<file path="src/rtl/usr_pkg.sv">
// Shared opcode/state types for the universal shift register.
package usr_pkg;

    localparam int OP_W = 3;

    typedef enum logic [OP_W-1:0] {
        OP_HOLD = 3'b000,
        OP_SHL  = 3'b001,
        OP_SHR  = 3'b010,
        OP_LOAD = 3'b011,
        OP_ROTL = 3'b100,
        OP_ROTR = 3'b101,
        OP_ASR  = 3'b110,
        OP_RSVD = 3'b111
    } op_t;

    typedef enum logic {
        S_IDLE  = 1'b0,
        S_SHIFT = 1'b1
    } state_t;

    // Ops that move bits one position per step; the rest finish in one cycle.
    function automatic logic is_shift(input op_t op);
        return op inside {OP_SHL, OP_SHR, OP_ROTL, OP_ROTR, OP_ASR};
    endfunction

endpackage

</file>
<file path="src/rtl/usr_step.sv">
// Single-bit shift/rotate step. Op 110 is arithmetic shift right when
// USR_ASR_EN is defined, otherwise a logical SHR.
module usr_step
    import usr_pkg::*;
#(
    parameter int N = 4
) (
    input  logic [N-1:0] q_i,
    input  op_t          op_i,
    input  logic         sin_i,
    output logic [N-1:0] q_o,
    output logic         sout_o
);

    always_comb begin
        q_o    = q_i;
        sout_o = 1'b0;
        case (op_i)
            OP_SHL: begin
                q_o    = {q_i[N-2:0], sin_i};
                sout_o = q_i[N-1];
            end
            OP_SHR: begin
                q_o    = {sin_i, q_i[N-1:1]};
                sout_o = q_i[0];
            end
            OP_ROTL: begin
                q_o    = {q_i[N-2:0], q_i[N-1]};
                sout_o = q_i[N-1];
            end
            OP_ROTR: begin
                q_o    = {q_i[0], q_i[N-1:1]};
                sout_o = q_i[0];
            end
            OP_ASR: begin
`ifdef USR_ASR_EN
                q_o    = {q_i[N-1], q_i[N-1:1]};
`else
                q_o    = {sin_i, q_i[N-1:1]};
`endif
                sout_o = q_i[0];
            end
            default: begin
                q_o    = q_i;
                sout_o = 1'b0;
            end
        endcase
    end

endmodule

</file>
<file path="src/rtl/universal_shift_reg.sv">
// N-bit universal shift register with start/busy/done multi-step shifts.
// Optional arithmetic shift right on op 110 via USR_ASR_EN.
module universal_shift_reg
    import usr_pkg::*;
#(
    parameter int             N    = 4,
    parameter int             AW   = $clog2(N+1),
    parameter logic [N-1:0]   INIT = N'(4'b0101)
) (
    input  logic            clk_i,
    input  logic            rst_i,
    input  logic            start_i,
    input  logic [OP_W-1:0] op_i,
    input  logic [AW-1:0]   amt_i,
    input  logic [N-1:0]    din_i,
    input  logic            sin_i,
    output logic [N-1:0]    q_o,
    output logic            sout_o,
    output logic            busy_o,
    output logic            done_o
);

    state_t         state_q;
    op_t            op_q;
    logic [N-1:0]   q_q;
    logic           sout_q, busy_q, done_q;
    logic [AW-1:0]  cnt_q;

    op_t            op_in;
    op_t            step_op;
    logic [AW-1:0]  amt_sat;
    logic [N-1:0]   step_q;
    logic           step_sout;

    assign op_in   = op_t'(op_i);
    assign amt_sat = (amt_i > AW'(N)) ? AW'(N) : amt_i;
    // In IDLE the first step uses the live opcode; later steps use the latched one.
    assign step_op = (state_q == S_IDLE) ? op_in : op_q;

    usr_step #(.N(N)) u_step (
        .q_i    (q_q),
        .op_i   (step_op),
        .sin_i  (sin_i),
        .q_o    (step_q),
        .sout_o (step_sout)
    );

    always_ff @(posedge clk_i) begin
        if (rst_i) begin
            state_q <= S_IDLE;
            op_q    <= OP_HOLD;
            q_q     <= INIT;
            sout_q  <= 1'b0;
            busy_q  <= 1'b0;
            done_q  <= 1'b0;
            cnt_q   <= '0;
        end else begin
            done_q <= 1'b0;
            case (state_q)
                S_IDLE: begin
                    if (start_i) begin
                        if (is_shift(op_in) && amt_sat != '0) begin
                            q_q    <= step_q;
                            sout_q <= step_sout;
                            op_q   <= op_in;
                            cnt_q  <= amt_sat - AW'(1);
                            if (amt_sat == AW'(1)) begin
                                done_q <= 1'b1;
                            end else begin
                                busy_q  <= 1'b1;
                                state_q <= S_SHIFT;
                            end
                        end else begin
                            if (op_in == OP_LOAD) q_q <= din_i;
                            done_q <= 1'b1;
                        end
                    end
                end
                S_SHIFT: begin
                    q_q    <= step_q;
                    sout_q <= step_sout;
                    cnt_q  <= cnt_q - AW'(1);
                    if (cnt_q == AW'(1)) begin
                        busy_q  <= 1'b0;
                        done_q  <= 1'b1;
                        state_q <= S_IDLE;
                    end
                end
                default: state_q <= S_IDLE;
            endcase
        end
    end

    assign q_o    = q_q;
    assign sout_o = sout_q;
    assign busy_o = busy_q;
    assign done_o = done_q;

endmodule
</file>
<file path="config.mk">
export PLATFORM = sky130hd
export DESIGN_NAME = universal_shift_reg
export DESIGN_NICKNAME = d
export VERILOG_FILES = /design/src/rtl/usr_pkg.sv /design/src/rtl/usr_step.sv /design/src/rtl/universal_shift_reg.sv
export SDC_FILE = /design/constraint.sdc
export NUM_CORES = 1
export LEC_CHECK = 0
export ABC_CLOCK_PERIOD_IN_PS = 3400
export CAP_MARGIN = 20
export CORE_AREA = 8 8 57 59
export CTS_CLUSTER_DIAMETER = 150
export DETAILED_ROUTE_END_ITERATION = 10
export DIE_AREA = 0 0 65 67
export PLACE_DENSITY = 0.8
export SETUP_SLACK_MARGIN = 0.05
export SYNTH_ARGS = -nofsm -noshare
export SYNTH_HDL_FRONTEND = slang
export SYNTH_HIERARCHICAL = 1
export SYNTH_SLANG_ARGS = --single-unit
</file>
<file path="constraint.sdc">
create_clock -name clk_i -period 3.4 [get_ports clk_i]
set_input_delay 0.68 -clock clk_i [delete_from_list [all_inputs] [get_ports clk_i]]
set_output_delay 0.68 -clock clk_i [all_outputs]
set_load 0.05 [all_outputs]
</file>
==> results.sh, run 1 <==
export IMPL_dp_hpwl_um=2100
export IMPL_tns_ns=0
export IMPL_clock_sinks=14
export IMPL_crit_chain="clkdlybuf4s50_1 -> nor2b_1 -> inv_1 -> ha_1 -> ha_1 -> o21ba_2 -> o2111ai_1 -> a221oi_1 -> o21ai_1"
export IMPL_root_buffer="clkbuf_4"
export IMPL_drive_gt1_share_pct=12.8
export IMPL_slew_headroom_pct=53.2
export IMPL_dr_wl_met2_um=1390
export IMPL_cpMostUsedCell="ha_1"
export IMPL_grt_setup_unrepaired="no"
export IMPL_finalPower_w=0.000530
export IMPL_coreArea_um2=2360
export IMPL_ant_nets=0
export IMPL_met1_length_um=1300
export IMPL_r2r_cells=8
export IMPL_cp_top_family="compound AO/OA/AOI/OAI gates"
export IMPL_nFillCells=200
export IMPL_drv_cap=0
export IMPL_clockBufferDepth=2
export IMPL_critical_path_slowest_cell="clkdlybuf4s50_1"
export IMPL_avgRoutedWirePerCell_um=15.8
export IMPL_initial_utilization_pct=47.7
export IMPL_start_kind="input port"
export IMPL_synth_top_area_share_pct=24.8
export IMPL_die_h_um=67
export IMPL_antenna_found_initial=0
export IMPL_p_leak_nw=0.521
export IMPL_dr_total_vias=1063
export IMPL_overflow=0
export IMPL_fin_crit_sh_pct=80.4
export IMPL_clkLatencyLatePin_ns=0.29
export IMPL_cts_inserted_buffers=3
export IMPL_fin_worst_skew_ns=0.00423
export IMPL_violations="design-rule violations"
export IMPL_dr_max_layer_used="met4"
export IMPL_dieArea_um2=4360
export IMPL_grt_max_degree=17
export IMPL_finalSetupViolCount=0
export IMPL_cp_end_kind="flip-flop"
export IMPL_critPathBufInv=2
export IMPL_ys_warn_count=6
export IMPL_peakVddDrop_uv=276
export IMPL_max_freq_mhz=366
export IMPL_finalCriticalPeriod_ns=2.73
export IMPL_worstSetupPathType="input port to flip-flop"
export IMPL_worstMarginPinSlew_ns=0.701
export IMPL_synth_edf_count=0
export IMPL_dr_pass1_iters=7
export IMPL_die_x_um=65
export IMPL_grt_util_all_layers_pct=13.5
export IMPL_io_pins=21
export IMPL_fin_nets=170
export IMPL_synth_cell_type_count=44
export IMPL_hold_ws_ns=0.463
export IMPL_ys_ff_latch=14
export IMPL_drcViolationCount=2
export IMPL_cp_max_fo=5
export IMPL_ctsHoldBuffers=0
export IMPL_postCtsResizedCells=0
export IMPL_postCtsSetupRepairBufs=0
export IMPL_required_ns=3.57
export IMPL_async_reset_ff_share_pct=0
export IMPL_synth_flop_cell="dfxtp_1"
export IMPL_viasPerCell=5.94
export IMPL_ys_top_cells_by_area="dfxtp_1, mux2i_1, a21oi_1, ha_1, a221oi_2"
export IMPL_power_density_nw_per_um2=393
export IMPL_drtIter0Drc=43
export IMPL_drt_total_wl_um=2830
export IMPL_yosysTopAreaCell="dfxtp_1"
export IMPL_synthCells=132
export IMPL_synth_fp_nets=151
export IMPL_whs_path_depth=2
export IMPL_final_cell_mix="clkdlybuf4s50_1, a21oi_1, dfxtp_1"
export IMPL_num_rows=18
export IMPL_hp_class="flip-flop to flip-flop"
export IMPL_gp_congestion=0.830
export IMPL_hold_viol=0
export IMPL_wl_met3_um=112
export IMPL_io_buffers=20
export IMPL_htree_num_levels=1
export IMPL_worst_ep_arrival_time_ns=2.90
export IMPL_final_max_slew_viol_count=0
export IMPL_n_antenna_cell=0
export IMPL_syn_area_um2=1130
export IMPL_cts_tree="yes"
export IMPL_avgSynthCellArea_um2=8.55
export IMPL_path_clk_slew_ns=0.09
export IMPL_cp_depth=9
export IMPL_synthToLayoutAreaGrowth_pct=19.5
export IMPL_grt_pass1_vias=1032
export IMPL_critPathMaxStageDelay_ns=0.46
export IMPL_yosysSeqAreaShare_pct=24.8
export IMPL_status="complete, but fails checks"
export IMPL_final_common_cell="clkdlybuf4s50_1"
export IMPL_grt_pass1_wl_um=4730
-- worst paths after layout --
check / from / to / slack (ns)
max: amt_i[2] / q_o[2]$_SDFFE_PP1P_ / 0.67
min: op_q[2]$_SDFFE_PP0P_ / op_q[2]$_SDFFE_PP0P_ / 0.46
max reg2reg: state_q$_SDFF_PP0_ / q_o[0]$_SDFFE_PP1P_ / 0.77
min reg2reg: op_q[2]$_SDFFE_PP0P_ / op_q[2]$_SDFFE_PP0P_ / 0.46
-- flip-flops by register name (all words and copies together), names as in the netlist --
register / cells
op_q: 3
state_q: 1
done_o: 1
q_o: 4
cnt_q: 3
busy_o: 1
sout_o: 1
-- Yosys cell counts, types with 2 or more instances --
cell type,n
nor2_1,4
o31ai_1,2
o21ai_1,6
o211ai_1,3
a21oi_1,14
buf_6,2
nor2b_1,5
mux2_2,4
a21oi_4,2
ha_1,5
o21ai_0,2
dfxtp_1,14
nand3_1,6
nor3_1,3
nand2b_1,4
mux2i_1,11
a221oi_2,3
nand2_1,10
inv_1,6
buf_2,2
-- tightest hold or removal path: cells and delay by family, from the launching register on --
family           cells  cell delay (ns)
AO/OA/AOI/OAI        1             0.05
flip-flops           1             0.32
AND/OR/NAND/NOR      1             0.05
-- stage by stage --
stage               cell area, um^2  worst slack, ns  util (%)  std cells
floorplan                      1130            0.884         -        132
global placement               1330            0.473      56.1        176
detailed placement             1330            0.424      56.1        176
CTS                            1350            0.702      57.0        179
global route                   1350            0.533      57.0        179
finish                         1350            0.666      57.0        179
-- layer usage --
metal | up-vias | global-route usage [%]
met1 | 498 | 16.7
met3 | 6 | 3.02
met5 | - | 0
met2 | 33 | 22.9
met4 | 0 | 4.36
li1 | 526 | -
-- cells by family after synthesis --
family / after synthesis / synth area share [%]
AOI/OAI and AO/OA: 45 / 30.7
adders and majority gates: 5 / 5.54
buffers and inverters: 14 / 6.54
DFF: 14 / 24.8
muxes: 15 / 13.7
and+or+nand+nor: 39 / 18.6
-- power breakdown --
part	switching [W]	internal [W]	total [W]
Combinational	0.000126	0.0000984	0.000225
Clock	0.0000568	0.0000412	0.0000980
Sequential	0.0000260	0.000181	0.000207
Total	0.000209	0.000321	0.000530
-- cell type report --
type	instances	area (um^2)	area share (%)
multi-input combinational	104	774	57.4
clock buffer	3	22.5	1.67
tap	30	37.5	2.78
timing repair buffer	21	208	15.4
sequential	14	280	20.8
inverter	7	26.3	1.95
No activity file was read; power rests on OpenSTA's default activity.
==> inputs of run 2 (changes only) <==
--- a/config.mk
+++ b/config.mk
@@ -5,13 +5,13 @@
 export SDC_FILE = /design/constraint.sdc
 export NUM_CORES = 1
 export LEC_CHECK = 0
-export ABC_CLOCK_PERIOD_IN_PS = 3400
+export ABC_CLOCK_PERIOD_IN_PS = 2400
 export CAP_MARGIN = 20
-export CORE_AREA = 8 8 57 59
+export CORE_AREA = 8 8 59 61
 export CTS_CLUSTER_DIAMETER = 150
 export DETAILED_ROUTE_END_ITERATION = 10
-export DIE_AREA = 0 0 65 67
-export PLACE_DENSITY = 0.8
+export DIE_AREA = 0 0 67 69
+export PLACE_DENSITY = 0.78
 export SETUP_SLACK_MARGIN = 0.05
 export SYNTH_ARGS = -nofsm -noshare
 export SYNTH_HDL_FRONTEND = slang
==> constraint.sdc (replaced) <==
create_clock -name clk_i -period 2.4 [get_ports clk_i]
set_input_delay 0.48 -clock clk_i [delete_from_list [all_inputs] [get_ports clk_i]]
set_output_delay 0.48 -clock clk_i [all_outputs]
set_load 0.05 [all_outputs]
==> results.sh, run 2 (synthesis gave the netlist of run 1 again) <==
export IMPL_status="finished clean"
export IMPL_start_kind="input port"
export IMPL_hold_start="op_q[2]$_SDFFE_PP0P_"
export IMPL_dr_total_vias=1145
export IMPL_largest_register_ffs=4
export IMPL_power_density_nw_per_um2=556
export IMPL_cp_top_family="compound AO/OA/AOI/OAI gates"
export IMPL_grt_pass1_vias=1095
export IMPL_register_area_um2=282
export IMPL_fin_worst_skew_ns=0.00203
export IMPL_multiInputGateArea_um2=792
export IMPL_peakVddDrop_uv=391
export IMPL_cts_tree="yes"
export IMPL_critical_path_slowest_cell="clkdlybuf4s50_1"
export IMPL_clkLatencyLatePin_ns=0.29
export IMPL_crit_chain="clkdlybuf4s50_1 -> nor2b_2 -> inv_1 -> ha_1 -> ha_2 -> o21ba_2 -> o2111ai_2 -> a221oi_2 -> o21ai_1"
export IMPL_drive_gt1_share_pct=24.2
export IMPL_ant_nets=0
export IMPL_final_cell_mix="clkdlybuf4s50_1, buf_4, a21oi_1"
export IMPL_dieArea_um2=4620
export IMPL_dr_wl_met2_um=1560
export IMPL_max_freq_mhz=453
export IMPL_r2r_start="state_q$_SDFF_PP0_"
export IMPL_dr_max_layer_used="met4"
export IMPL_final_core_util_pct=57.2
export IMPL_whs_path_depth=2
export IMPL_worstMarginPinSlew_ns=0.513
export IMPL_path_clk_slew_ns=0.10
export IMPL_worst_ep_arrival_time_ns=2.40
export IMPL_tns_ns=0
export IMPL_final_common_cell="clkdlybuf4s50_1"
export IMPL_die_h_um=69
export IMPL_die_x_um=67
export IMPL_drt_total_wl_um=3110
export IMPL_fin_crit_sh_pct=92.1
export IMPL_cp_max_fo=5
export IMPL_io_buffers=20
export IMPL_r2r_end="q_o[0]$_SDFFE_PP1P_"
export IMPL_n_antenna_cell=0
export IMPL_drv_cap=0
export IMPL_min_to="op_q[2]$_SDFFE_PP0P_"
export IMPL_grt_setup_unrepaired="no"
export IMPL_htree_num_levels=1
export IMPL_grt_util_all_layers_pct=13.6
export IMPL_p_leak_nw=0.601
export IMPL_hold_viol=0
export IMPL_overflow=0
export IMPL_viasPerCell=5.84
export IMPL_cp_end_kind="flip-flop"
export IMPL_met1_length_um=1390
export IMPL_slew_headroom_pct=65.7
export IMPL_clock_sinks=14
export IMPL_wl_met3_um=117
export IMPL_drcViolationCount=0
export IMPL_avgRoutedWirePerCell_um=15.9
export IMPL_coreArea_um2=2620
export IMPL_finalPower_w=0.000831
export IMPL_required_ns=2.59
export IMPL_nFillCells=241
export IMPL_fin_nets=185
export IMPL_worstSetupPathType="input port to flip-flop"
export IMPL_synthToLayoutAreaGrowth_pct=32.5
export IMPL_finalCriticalPeriod_ns=2.21
export IMPL_antenna_found_initial=0
export IMPL_critPathBufInv=2
export IMPL_io_pins=21
export IMPL_clockBufferDepth=2
export IMPL_cts_inserted_buffers=3
export IMPL_num_rows=19
export IMPL_dr_pass1_iters=4
export IMPL_worst_r2r_setup_slack_ns=0.37
export IMPL_hp_class="flip-flop to flip-flop"
export IMPL_dp_hpwl_um=2330
export IMPL_grt_pass1_wl_um=5110
export IMPL_critPathMaxStageDelay_ns=0.46
export IMPL_grt_max_degree=14
export IMPL_final_max_slew_viol_count=0
export IMPL_drtIter0Drc=55
export IMPL_gp_congestion=0.820
export IMPL_root_buffer="clkbuf_4"
export IMPL_finalSetupViolCount=0
export IMPL_r2r_cells=8
export IMPL_initial_utilization_pct=43.2
==> run 2: worst max path at each step <==
stage          cells past startpoint  slack (ns)             endpoint               start
5_1_grt                            9        0.08  q_o[2]$_SDFFE_PP1P_            amt_i[2]
4_1_cts                            9        0.05  q_o[2]$_SDFFE_PP1P_            amt_i[0]
3_3_place_gp                       9       -0.17  q_o[2]$_SDFFE_PP1P_            amt_i[0]
3_5_place_dp                       9       -0.30  q_o[2]$_SDFFE_PP1P_            amt_i[0]
6_report                           9        0.19  q_o[2]$_SDFFE_PP1P_            amt_i[0]
2_1_floorplan                     10         0.1  q_o[0]$_SDFFE_PP1P_  state_q$_SDFF_PP0_
==> run 2: area by class of cell <==
cell class / count / area share [%]
clock buffers: 4 / 2.43
multi-input cells: 104 / 53.0
repair buffers: 36 / 21.4
well taps: 31 / 2.59
inverters: 7 / 1.76
flip-flops and latches: 14 / 18.8
==> run 2: power by group <==
group	internal [W]	switching, W	total, W
logic	0.000166	0.000194	0.000360
registers	0.000257	0.0000315	0.000289
clock network	0.0000925	0.0000897	0.000182
==> run 2: worst min-delay path: cells and delay by family, from the launching register on <==
| kind | cells | cell delay [ns] |
|---|---|---|
| flops | 1 | 0.32 |
| compound gates | 1 | 0.06 |
| simple gates | 1 | 0.05 |
==> run 2: what timing repair did <==
item | CTS | global route
setup endpoints to repair | 1 | 6
setup buffers | 0 | 0
gates resized for setup | 0 | 4
pin swaps | 1 | 1
hold buffers | 0 | 0
==> run 2: per-stage QoR <==
step	cell area [um^2]	hold slack [ns]	setup slack (ns)	instances
6_report	1500	0.463	0.190	196
5_1_grt	1500	0.489	0.0768	196
4_1_cts	1480	0.468	0.0537	196
3_5_place_dp	1440	0.455	-0.301	192
3_3_place_gp	1440	0.440	-0.173	192
2_1_floorplan	1130	0.433	0.0981	132
==> run 2: layer usage <==
metal  up-vias  track usage [%]
met5         -                0
met4         0             7.67
met3         4             2.26
met2        27             21.9
met1       559             16.4
li1        555                -
==> inputs of run 3 (changes only) <==
--- a/config.mk
+++ b/config.mk
@@ -8,6 +8,7 @@
 export ABC_CLOCK_PERIOD_IN_PS = 2400
 export CAP_MARGIN = 20
 export CORE_AREA = 8 8 59 61
+export CTS_BUF_LIST = sky130_fd_sc_hd__clkbuf_16
 export CTS_CLUSTER_DIAMETER = 150
 export DETAILED_ROUTE_END_ITERATION = 10
 export DIE_AREA = 0 0 67 69
==> results.sh, run 3 (synthesis gave the netlist of run 1 again) <==
export IMPL_root_buffer="clkbuf_16"
export IMPL_initial_utilization_pct=43.2
export IMPL_status="finished clean"
export IMPL_fin_area_um2=1560
export IMPL_grt_setup_unrepaired="yes"
export IMPL_worstMarginPinSlew_ns=0.513
export IMPL_antenna_found_initial=0
export IMPL_hold_ws_ns=0.456
export IMPL_htree_num_levels=1
export IMPL_r2r_end="q_o[0]$_SDFFE_PP1P_"
export IMPL_die_h_um=69
export IMPL_overflow=0
export IMPL_final_max_slew_viol_count=0
export IMPL_worst_r2r_setup_slack_ns=0.42
export IMPL_viasPerCell=5.92
export IMPL_r2r_cells=8
export IMPL_num_rows=19
export IMPL_clkLatencyLatePin_ns=0.25
export IMPL_gp_congestion=0.820
export IMPL_ant_nets=0
export IMPL_required_ns=2.53
export IMPL_r2r_start="state_q$_SDFF_PP0_"
export IMPL_final_common_cell="clkdlybuf4s50_1"
export IMPL_die_x_um=67
export IMPL_hp_class="flip-flop to flip-flop"
export IMPL_cp_end_kind="flip-flop"
export IMPL_hold_start="op_q[2]$_SDFFE_PP0P_"
export IMPL_drive_gt1_share_pct=24.7
export IMPL_io_buffers=20
export IMPL_max_freq_mhz=441
export IMPL_fin_nets=186
export IMPL_fin_worst_skew_ns=0.000754
export IMPL_cts_inserted_buffers=3
export IMPL_worst_ep_arrival_time_ns=2.40
export IMPL_fin_crit_sh_pct=94.4
export IMPL_p_leak_nw=0.635
export IMPL_tns_ns=0
export IMPL_drtIter0Drc=40
export IMPL_cts_tree="yes"
export IMPL_dp_hpwl_um=2330
export IMPL_slew_headroom_pct=65.7
export IMPL_worstSetupPathType="input port to flip-flop"
export IMPL_drv_cap=0
export IMPL_final_cell_mix="clkdlybuf4s50_1, buf_4, a21oi_1"
export IMPL_drcViolationCount=0
export IMPL_start_kind="input port"
export IMPL_hold_viol=0
export IMPL_path_clk_slew_ns=0.05
export IMPL_dr_total_vias=1166
export IMPL_whs_path_depth=2
export IMPL_clockBufferDepth=2
export IMPL_dieArea_um2=4620
export IMPL_dr_pass1_iters=4
export IMPL_synthToLayoutAreaGrowth_pct=38.6
export IMPL_avgRoutedWirePerCell_um=16.6
export IMPL_drt_total_wl_um=3270
export IMPL_peakVddDrop_uv=330
export IMPL_grt_pass1_wl_um=5370
export IMPL_finalCriticalPeriod_ns=2.27
export IMPL_power_density_nw_per_um2=631
export IMPL_coreArea_um2=2620
export IMPL_io_pins=21
export IMPL_grt_max_degree=14
export IMPL_ctsHoldBuffers=0
export IMPL_cp_max_fo=5
export IMPL_dpl_cell_area_um2=1440
export IMPL_grt_pass1_vias=1140
export IMPL_min_to="op_q[2]$_SDFFE_PP0P_"
export IMPL_clock_sinks=14
export IMPL_grt_util_all_layers_pct=14.4
export IMPL_finalSetupViolCount=0
export IMPL_n_antenna_cell=0
export IMPL_largest_register_ffs=4
-- run 3: cell types whose count changed in the layout (fill, tap and decap cells not counted) --
cell | previous run | this run
a211oi_1 | 1 | 0
o2111ai_2 | 1 | 0
clkbuf_16 | 0 | 3
buf_4 | 16 | 17
clkbuf_4 | 3 | 0
dlymetal6s2s_1 | 0 | 1
clkbuf_8 | 1 | 0
a211oi_2 | 0 | 1
clkdlybuf4s50_1 | 20 | 19
o2111ai_4 | 0 | 1
clkinv_1 | 0 | 1
-- run 3: through the flow --
step	setup slack (ns)	total power (W)	util, %	std cells
global placement	-0.173	0.000631	55.1	192
finish	0.135	0.000987	59.8	197
floorplan	0.0981	0.000528	-	132
detailed placement	-0.301	0.000643	55.1	192
global route	0.0213	0.00103	59.8	197
CTS	0.0913	0.000975	58.3	196
-- run 3: routing by layer --
layer  up-vias  part of all wire [%]  GRT usage (%)  routed length, um
met5         -                     0              0                  0
met4         0                   1.9           6.28                 61
met3         5                   4.6           2.75                150
met2        31                    51           23.4               1680
met1       574                    42           17.6               1380
li1        556                     -              -                  -
-- run 3: how the worst max path moves through the flow --
stage	cells after the start	slack [ns]	endpoint	startpoint
3_3_place_gp	9	-0.17	q_o[2]$_SDFFE_PP1P_	amt_i[0]
3_5_place_dp	9	-0.30	q_o[2]$_SDFFE_PP1P_	amt_i[0]
4_1_cts	9	0.09	q_o[2]$_SDFFE_PP1P_	amt_i[0]
6_report	9	0.13	q_o[0]$_SDFFE_PP1P_	amt_i[0]
5_1_grt	9	0.02	q_o[2]$_SDFFE_PP1P_	amt_i[0]
2_1_floorplan	10	0.1	q_o[0]$_SDFFE_PP1P_	state_q$_SDFF_PP0_
-- run 3: power by group --
part / total [W] / internal (W) / switching, W
combinational: 0.000369 / 0.000168 / 0.000200
sequential: 0.000290 / 0.000258 / 0.0000325
clock: 0.000328 / 0.000221 / 0.000107
-- run 3: worst max-delay path, cell delays in order --
cell and delay (ns):
clkdlybuf4s50_1 0.46, nor2b_2 0.15, inv_1 0.07, ha_1 0.21, ha_2 0.23, o21ba_2 0.28, o2111ai_4 0.14, a221oi_2 0.30
o21ai_1 0.09
-- run 3: final cells by class --
type,count,area (um^2)
clock inverters,1,3.75
clock buffers,3,75.1
fillers,225,1050
multi-input cells,104,808
well taps,31,38.8
inverters,7,26.3
flip-flops and latches,14,282
repair buffers,37,330
-- run 3: what timing repair did --
item | in CTS | in global routing
pin swaps | 1 | 1
resized for setup | 2 | 5
cloned | 0 | 0
setup buffers | 0 | 1
endpoints found under the setup margin | 2 | 3
